$ cat src/rtl/rv32i_defs.sv
// rv32i_defs: constants shared by the RV32I pipeline stages.
package rv32i_defs;
    localparam int XLEN = 32;
    localparam int RF_ADDR_WIDTH = 5;
    localparam logic [31:0] RV_NOP = 32'h0000_0013;
    localparam logic [6:0] OPC_STORE = 7'b0100011;
    localparam logic [31:0] RESET_PC_DEFAULT = 32'h0000_0000;
endpackage

$ cat src/rtl/fetch_skid_buf.sv
// fetch_skid_buf: one-entry {pc,instr} slot that catches a fetch response
// arriving while the pipeline is stalled.
module fetch_skid_buf import rv32i_defs::*; #(
    parameter int W = 32
) (
    input  logic         clk,
    input  logic         rst_n,
    input  logic         load,
    input  logic         clear,
    input  logic [W-1:0] pc_in,
    input  logic [W-1:0] instr_in,
    output logic         valid,
    output logic [W-1:0] pc,
    output logic [W-1:0] instr
);
    logic         valid_q, valid_d;
    logic [W-1:0] pc_q, pc_d, instr_q, instr_d;

    always_comb begin
        valid_d = clear ? 1'b0 : load ? 1'b1 : valid_q;
        pc_d    = load ? pc_in : pc_q;
        instr_d = load ? instr_in : instr_q;
    end

    always_ff @(posedge clk or negedge rst_n) begin
        if (!rst_n) begin
            valid_q <= 1'b0;
            pc_q    <= '0;
            instr_q <= W'(RV_NOP);
        end else begin
            valid_q <= valid_d;
            pc_q    <= pc_d;
            instr_q <= instr_d;
        end
    end

    assign valid = valid_q;
    assign pc    = pc_q;
    assign instr = instr_q;
endmodule

$ cat src/rtl/if_stage.sv
// if_stage: RV32I fetch stage - PC, single-outstanding imem handshake, IF/ID register
// obeying stall_n/flush from the hazard unit.
module if_stage import rv32i_defs::*; #(
    parameter int              XLEN     = rv32i_defs::XLEN,
    parameter logic [XLEN-1:0] RESET_PC = XLEN'(RESET_PC_DEFAULT)
) (
    input  logic                     clk,
    input  logic                     rst_n,
    input  logic                     stall_n,
    input  logic                     flush,
    input  logic [XLEN-1:0]          redirect_pc,
    output logic                     imem_req_valid,
    input  logic                     imem_req_ready,
    output logic [XLEN-1:0]          imem_req_addr,
    input  logic                     imem_rsp_valid,
    input  logic [XLEN-1:0]          imem_rsp_data,
    output logic                     ifid_valid,
    output logic [XLEN-1:0]          ifid_pc,
    output logic [XLEN-1:0]          ifid_instr,
    output logic [RF_ADDR_WIDTH-1:0] ifid_rs1,
    output logic [RF_ADDR_WIDTH-1:0] ifid_rs2,
    output logic                     ifid_mem_write
);
    typedef enum logic [1:0] {S_IDLE, S_WAIT, S_KILL} fetch_state_e;

    fetch_state_e    st_q, st_d;
    logic [XLEN-1:0] pc_q, pc_d, req_pc_q, req_pc_d;
    logic            ifid_valid_q, ifid_valid_d;
    logic [XLEN-1:0] ifid_pc_q, ifid_pc_d, ifid_instr_q, ifid_instr_d;
    logic            buf_valid, buf_load, buf_clear, rsp_keep, fire;
    logic [XLEN-1:0] buf_pc, buf_instr;

    fetch_skid_buf #(.W(XLEN)) u_skid (
        .clk      (clk),
        .rst_n    (rst_n),
        .load     (buf_load),
        .clear    (buf_clear),
        .pc_in    (req_pc_q),
        .instr_in (imem_rsp_data),
        .valid    (buf_valid),
        .pc       (buf_pc),
        .instr    (buf_instr)
    );

    always_comb begin
        rsp_keep       = st_q == S_WAIT && imem_rsp_valid;
        imem_req_valid = rst_n && !flush && !buf_valid && (st_q == S_IDLE || (rsp_keep && stall_n));
        imem_req_addr  = pc_q;
        fire           = imem_req_valid && imem_req_ready;
        buf_load       = rsp_keep && !stall_n && !flush;
        buf_clear      = flush || (stall_n && buf_valid);
        pc_d           = flush ? (redirect_pc & ~XLEN'(3)) : fire ? pc_q + XLEN'(4) : pc_q;
        req_pc_d       = fire ? pc_q : req_pc_q;
        // an outstanding request that survives a flush must be swallowed when it lands
        st_d = flush ? ((st_q != S_IDLE && !imem_rsp_valid) ? S_KILL : S_IDLE)
             : fire ? S_WAIT : imem_rsp_valid ? S_IDLE : st_q;
        ifid_valid_d = flush ? 1'b0 : stall_n ? (buf_valid || rsp_keep) : ifid_valid_q;
        ifid_pc_d    = (flush || !stall_n) ? ifid_pc_q
                     : buf_valid ? buf_pc : rsp_keep ? req_pc_q : ifid_pc_q;
        ifid_instr_d = flush ? XLEN'(RV_NOP) : !stall_n ? ifid_instr_q
                     : buf_valid ? buf_instr : rsp_keep ? imem_rsp_data : XLEN'(RV_NOP);
    end

    always_ff @(posedge clk or negedge rst_n) begin
        if (!rst_n) begin
            st_q         <= S_IDLE;
            pc_q         <= RESET_PC;
            req_pc_q     <= '0;
            ifid_valid_q <= 1'b0;
            ifid_pc_q    <= '0;
            ifid_instr_q <= XLEN'(RV_NOP);
        end else begin
            st_q         <= st_d;
            pc_q         <= pc_d;
            req_pc_q     <= req_pc_d;
            ifid_valid_q <= ifid_valid_d;
            ifid_pc_q    <= ifid_pc_d;
            ifid_instr_q <= ifid_instr_d;
        end
    end

    assign ifid_valid     = ifid_valid_q;
    assign ifid_pc        = ifid_pc_q;
    assign ifid_instr     = ifid_instr_q;
    assign ifid_rs1       = ifid_instr_q[19:15];
    assign ifid_rs2       = ifid_instr_q[24:20];
    assign ifid_mem_write = ifid_valid_q && ifid_instr_q[6:0] == OPC_STORE;

    a_no_rsp_when_idle: assert property (@(posedge clk) disable iff (!rst_n)
        !(imem_rsp_valid && st_q == S_IDLE));
endmodule

$ cat config.mk
export PLATFORM = sky130hd
export DESIGN_NAME = if_stage
export DESIGN_NICKNAME = d
export VERILOG_FILES = /design/src/rtl/rv32i_defs.sv /design/src/rtl/fetch_skid_buf.sv /design/src/rtl/if_stage.sv
export SDC_FILE = /design/constraint.sdc
export NUM_CORES = 1
export LEC_CHECK = 0
export ABC_AREA = 1
export CORE_MARGIN = 2
export CORE_UTILIZATION = 40
export CTS_CLUSTER_SIZE = 14
export DETAILED_ROUTE_END_ITERATION = 8
export HOLD_SLACK_MARGIN = 0.12
export SYNTH_ARGS = -nofsm -noshare
export SYNTH_HDL_FRONTEND = slang
export SYNTH_HIERARCHICAL = 1
export SYNTH_SLANG_ARGS = --single-unit
$ cat constraint.sdc
create_clock -name clk -period 2.6 [get_ports clk]
set_clock_uncertainty 0.2 [all_clocks]
set_input_delay 0.39 -clock clk [delete_from_list [all_inputs] [get_ports clk]]
set_output_delay 0.39 -clock clk [all_outputs]
set_load 0.005 [all_outputs]
==> flow_summary.ini <==
[run_status]
outcome = complete, no violations

[cts]
numCtsBuffers = 17
htree_levels = 4
cts_tree = yes
worstSkewPairLatency_ns = 0.43
cts.sinks = 192
cts_resized = 0
root_buffer = clkbuf_16
clk_pin_slew_ns = 0.07
cts_buffer_depth = 2

[yosys]
ys_ff_latch = 192
synthTopCellsByCount = nand2_1 (490), dfrtp_1 (186), nand3_1 (105)
syn_avg_cell_area_um2 = 7.745
synth_top_family_by_area = simple AND/OR/NAND/NOR gates
synthArstFlopShare = 1.000
yosysUniqueCellTypes = 33
synth_area_um2 = 9139
synth.area.mux_share = 0.002191
ys_warn_count = 6
synth_top_cell_area_share = 0.5093
ys_top_cells_by_area = dfrtp_1 (51%), nand2_1 (20%), nand3_1 (5.8%), nor2_1 (4.2%), o21ai_0 (2.6%)
synth_edf_count = 0
synthAdderAreaFrac = 0.001369
synth-xor-area-share = 0.004792
synthFlopType = dfrtp_1
synth_compound_area_frac = 0.07667
synthCells = 1180
seq_area_frac_synth = 0.5266
synth-simple-area-share = 0.3137
synth_most_common_cell = nand2_1
synth.largest_area_cell = dfrtp_1

[sta]
rsz0062_at_grt = no
slew_viol_final = 0
slew_headroom = 0.4464
hold_violations = 0
fmaxAchievable_ghz = 0.3965
setup_tns_ns = 0
hold_slack_ns = 0.2632
fin_crit_sh = 0.9699
setup_violations = 0
worst_slew_pin_slew_ns = 0.8303
fin_crit_ns = 2.522

[placed_design]
hpwl_mm = 16.85
port_buffers = 174
dp.cells = 1597
gp_congestion = 0.8519

[power_and_ir_drop]
p_per_area_nw_per_um2 = 702.9
worst_ir_drop_vdd_v = 0.0003376
p_leak_nw = 5.560

[layout]
layout.cells.non_filler = 1631
drive_gt1_frac = 0.06241
area_growth_pct = 27.77
fillers = 2150
final_nets = 1404
diodes = 0

[routing]
vias_per_cell = 4.860
postRouteAntennaNets = 0
drtIter0Drc = 349
wl_per_cell_um = 15.11
route.vias.total = 7927
drc = 0
drt_wl_total_mm = 24.64
first_pass_iters = 5

[setup_path]
worst-setup-path-type = in2out
end_kind = output port
crit_start = rst_n
cp.arrival_ns = 1.93
cp_max_fo = 4
required_ns = 2.01
startpoint_type = input pin
reg2reg_from = imem_req_addr[3]

[floorplanning]
io_pins = 179
die_h_um = 155.2
dieWidth_um = 155.2
initial_utilization = 0.4061
die_area_um2 = 24070
core_um2 = 22500
num_rows = 55

[worst_hold_path]
hp-start = u_skid/instr[0]
hold_class = reg2reg

[grt]
grt.total_usage = 0.2132
grt_pass1_wl_mm = 40.81
grt_overflow = 0
grt_pass1_vias = 7716
grt_max_degree = 66
antenna_found_initial = 1

[run]
maxCapViolCount = 0
-- worst paths after layout --
path,slack [ns],endpoint,cells past startpoint
worst min-delay path,0.26,u_skid/instr[0],2
min in group asynchronous,0.45,ifid_pc[25],3
max in group asynchronous,0.77,req_pc_q[4],4
worst max-delay path,0.08,imem_req_valid,7
worst max register to register,0.68,imem_req_addr[18],8
worst min register to register,0.26,u_skid/instr[0],2
-- layout by cell type, fill, tap and decap left out, types with 3 or more instances in the layout --
cell	count
conb_1	4
nor2_4	4
inv_2	5
inv_6	5
dfrtp_1	185
inv_1	57
clkdlybuf4s50_1	173
buf_4	23
nand4_1	4
buf_12	5
clkinv_4	3
a31oi_1	30
nand3_1	105
dfstp_2	6
nor2_1	101
inv_8	4
nor2_2	3
o21ai_1	20
clkbuf_16	17
o21ai_0	48
xor2_1	4
a21oi_1	29
nand2_1	490
-- repair_timing --
item,in CTS,in global routing
setup buffers,0,1
endpoints found under the hold margin,138,0
hold buffers,1,0
setup endpoints to repair,0,1
-- where the power goes --
part           internal (mW)  switching, mW
Sequential              3.58          0.458
Combinational          0.881          0.732
Clock                   1.28           1.27
Total                   5.74           2.46
-- layer usage --
layer  wire length [um]  track usage  vias to the layer above
met2              11260       0.3446                      242
met5                  0            0                        -
li1                   -            -                     4046
met3               1459      0.03398                       25
met4                426      0.05952                        0
met1              11500       0.2990                     3614
-- critical path, cell delays in order --
cell	delay [ns]
dlygate4sd3_1	0.57
clkbuf_8	0.17
nand2_2	0.07
nor2_4	0.12
nand2_1	0.08
inv_1	0.05
clkdlybuf4s50_1	0.49
-- metrics by stage --
stage	power [mW]	util	setup WS (ns)	cell area [um^2]
6_report	8.207	0.5189	0.07815	11680
5_1_grt	8.726	0.5189	0.007918	11680
4_1_cts	8.309	0.5185	0.05022	11670
3_5_place_dp	5.739	0.4928	0.2085	11090
3_3_place_gp	5.693	0.4928	0.1981	11090
2_1_floorplan	4.750	-	0.7987	9150
-- registers in the layout, indices dropped and copies added, names as in the netlist --
name	flops
st_q	2
imem_req_addr	30
ifid_instr	32
ifid_pc	32
u_skid/pc	32
req_pc_q	30
u_skid/valid	1
u_skid/instr	32
ifid_valid	1
-- cells by family after synthesis --
family	Yosys count
AO/OA/AOI/OAI	131
XOR/XNOR	5
adder cells (fa/ha/maj)	1
buffers and inverters	136
flip-flops	192
multiplexers	2
other	1
AND/OR/NAND/NOR	712
-- area by class of cell --
cell class / count / area, um^2 / share of cell area
Clock inverter: 15 / 143.9 / 0.01232
Timing Repair Buffer: 203 / 2028 / 0.1737
Sequential cell: 192 / 4813 / 0.4122
Inverter: 64 / 242.7 / 0.02079
Clock buffer: 17 / 425.4 / 0.03643
Tap cell: 285 / 356.6 / 0.03054
Multi-Input combinational cell: 855 / 3666 / 0.3140
No activity file was read; power rests on OpenSTA's default activity.
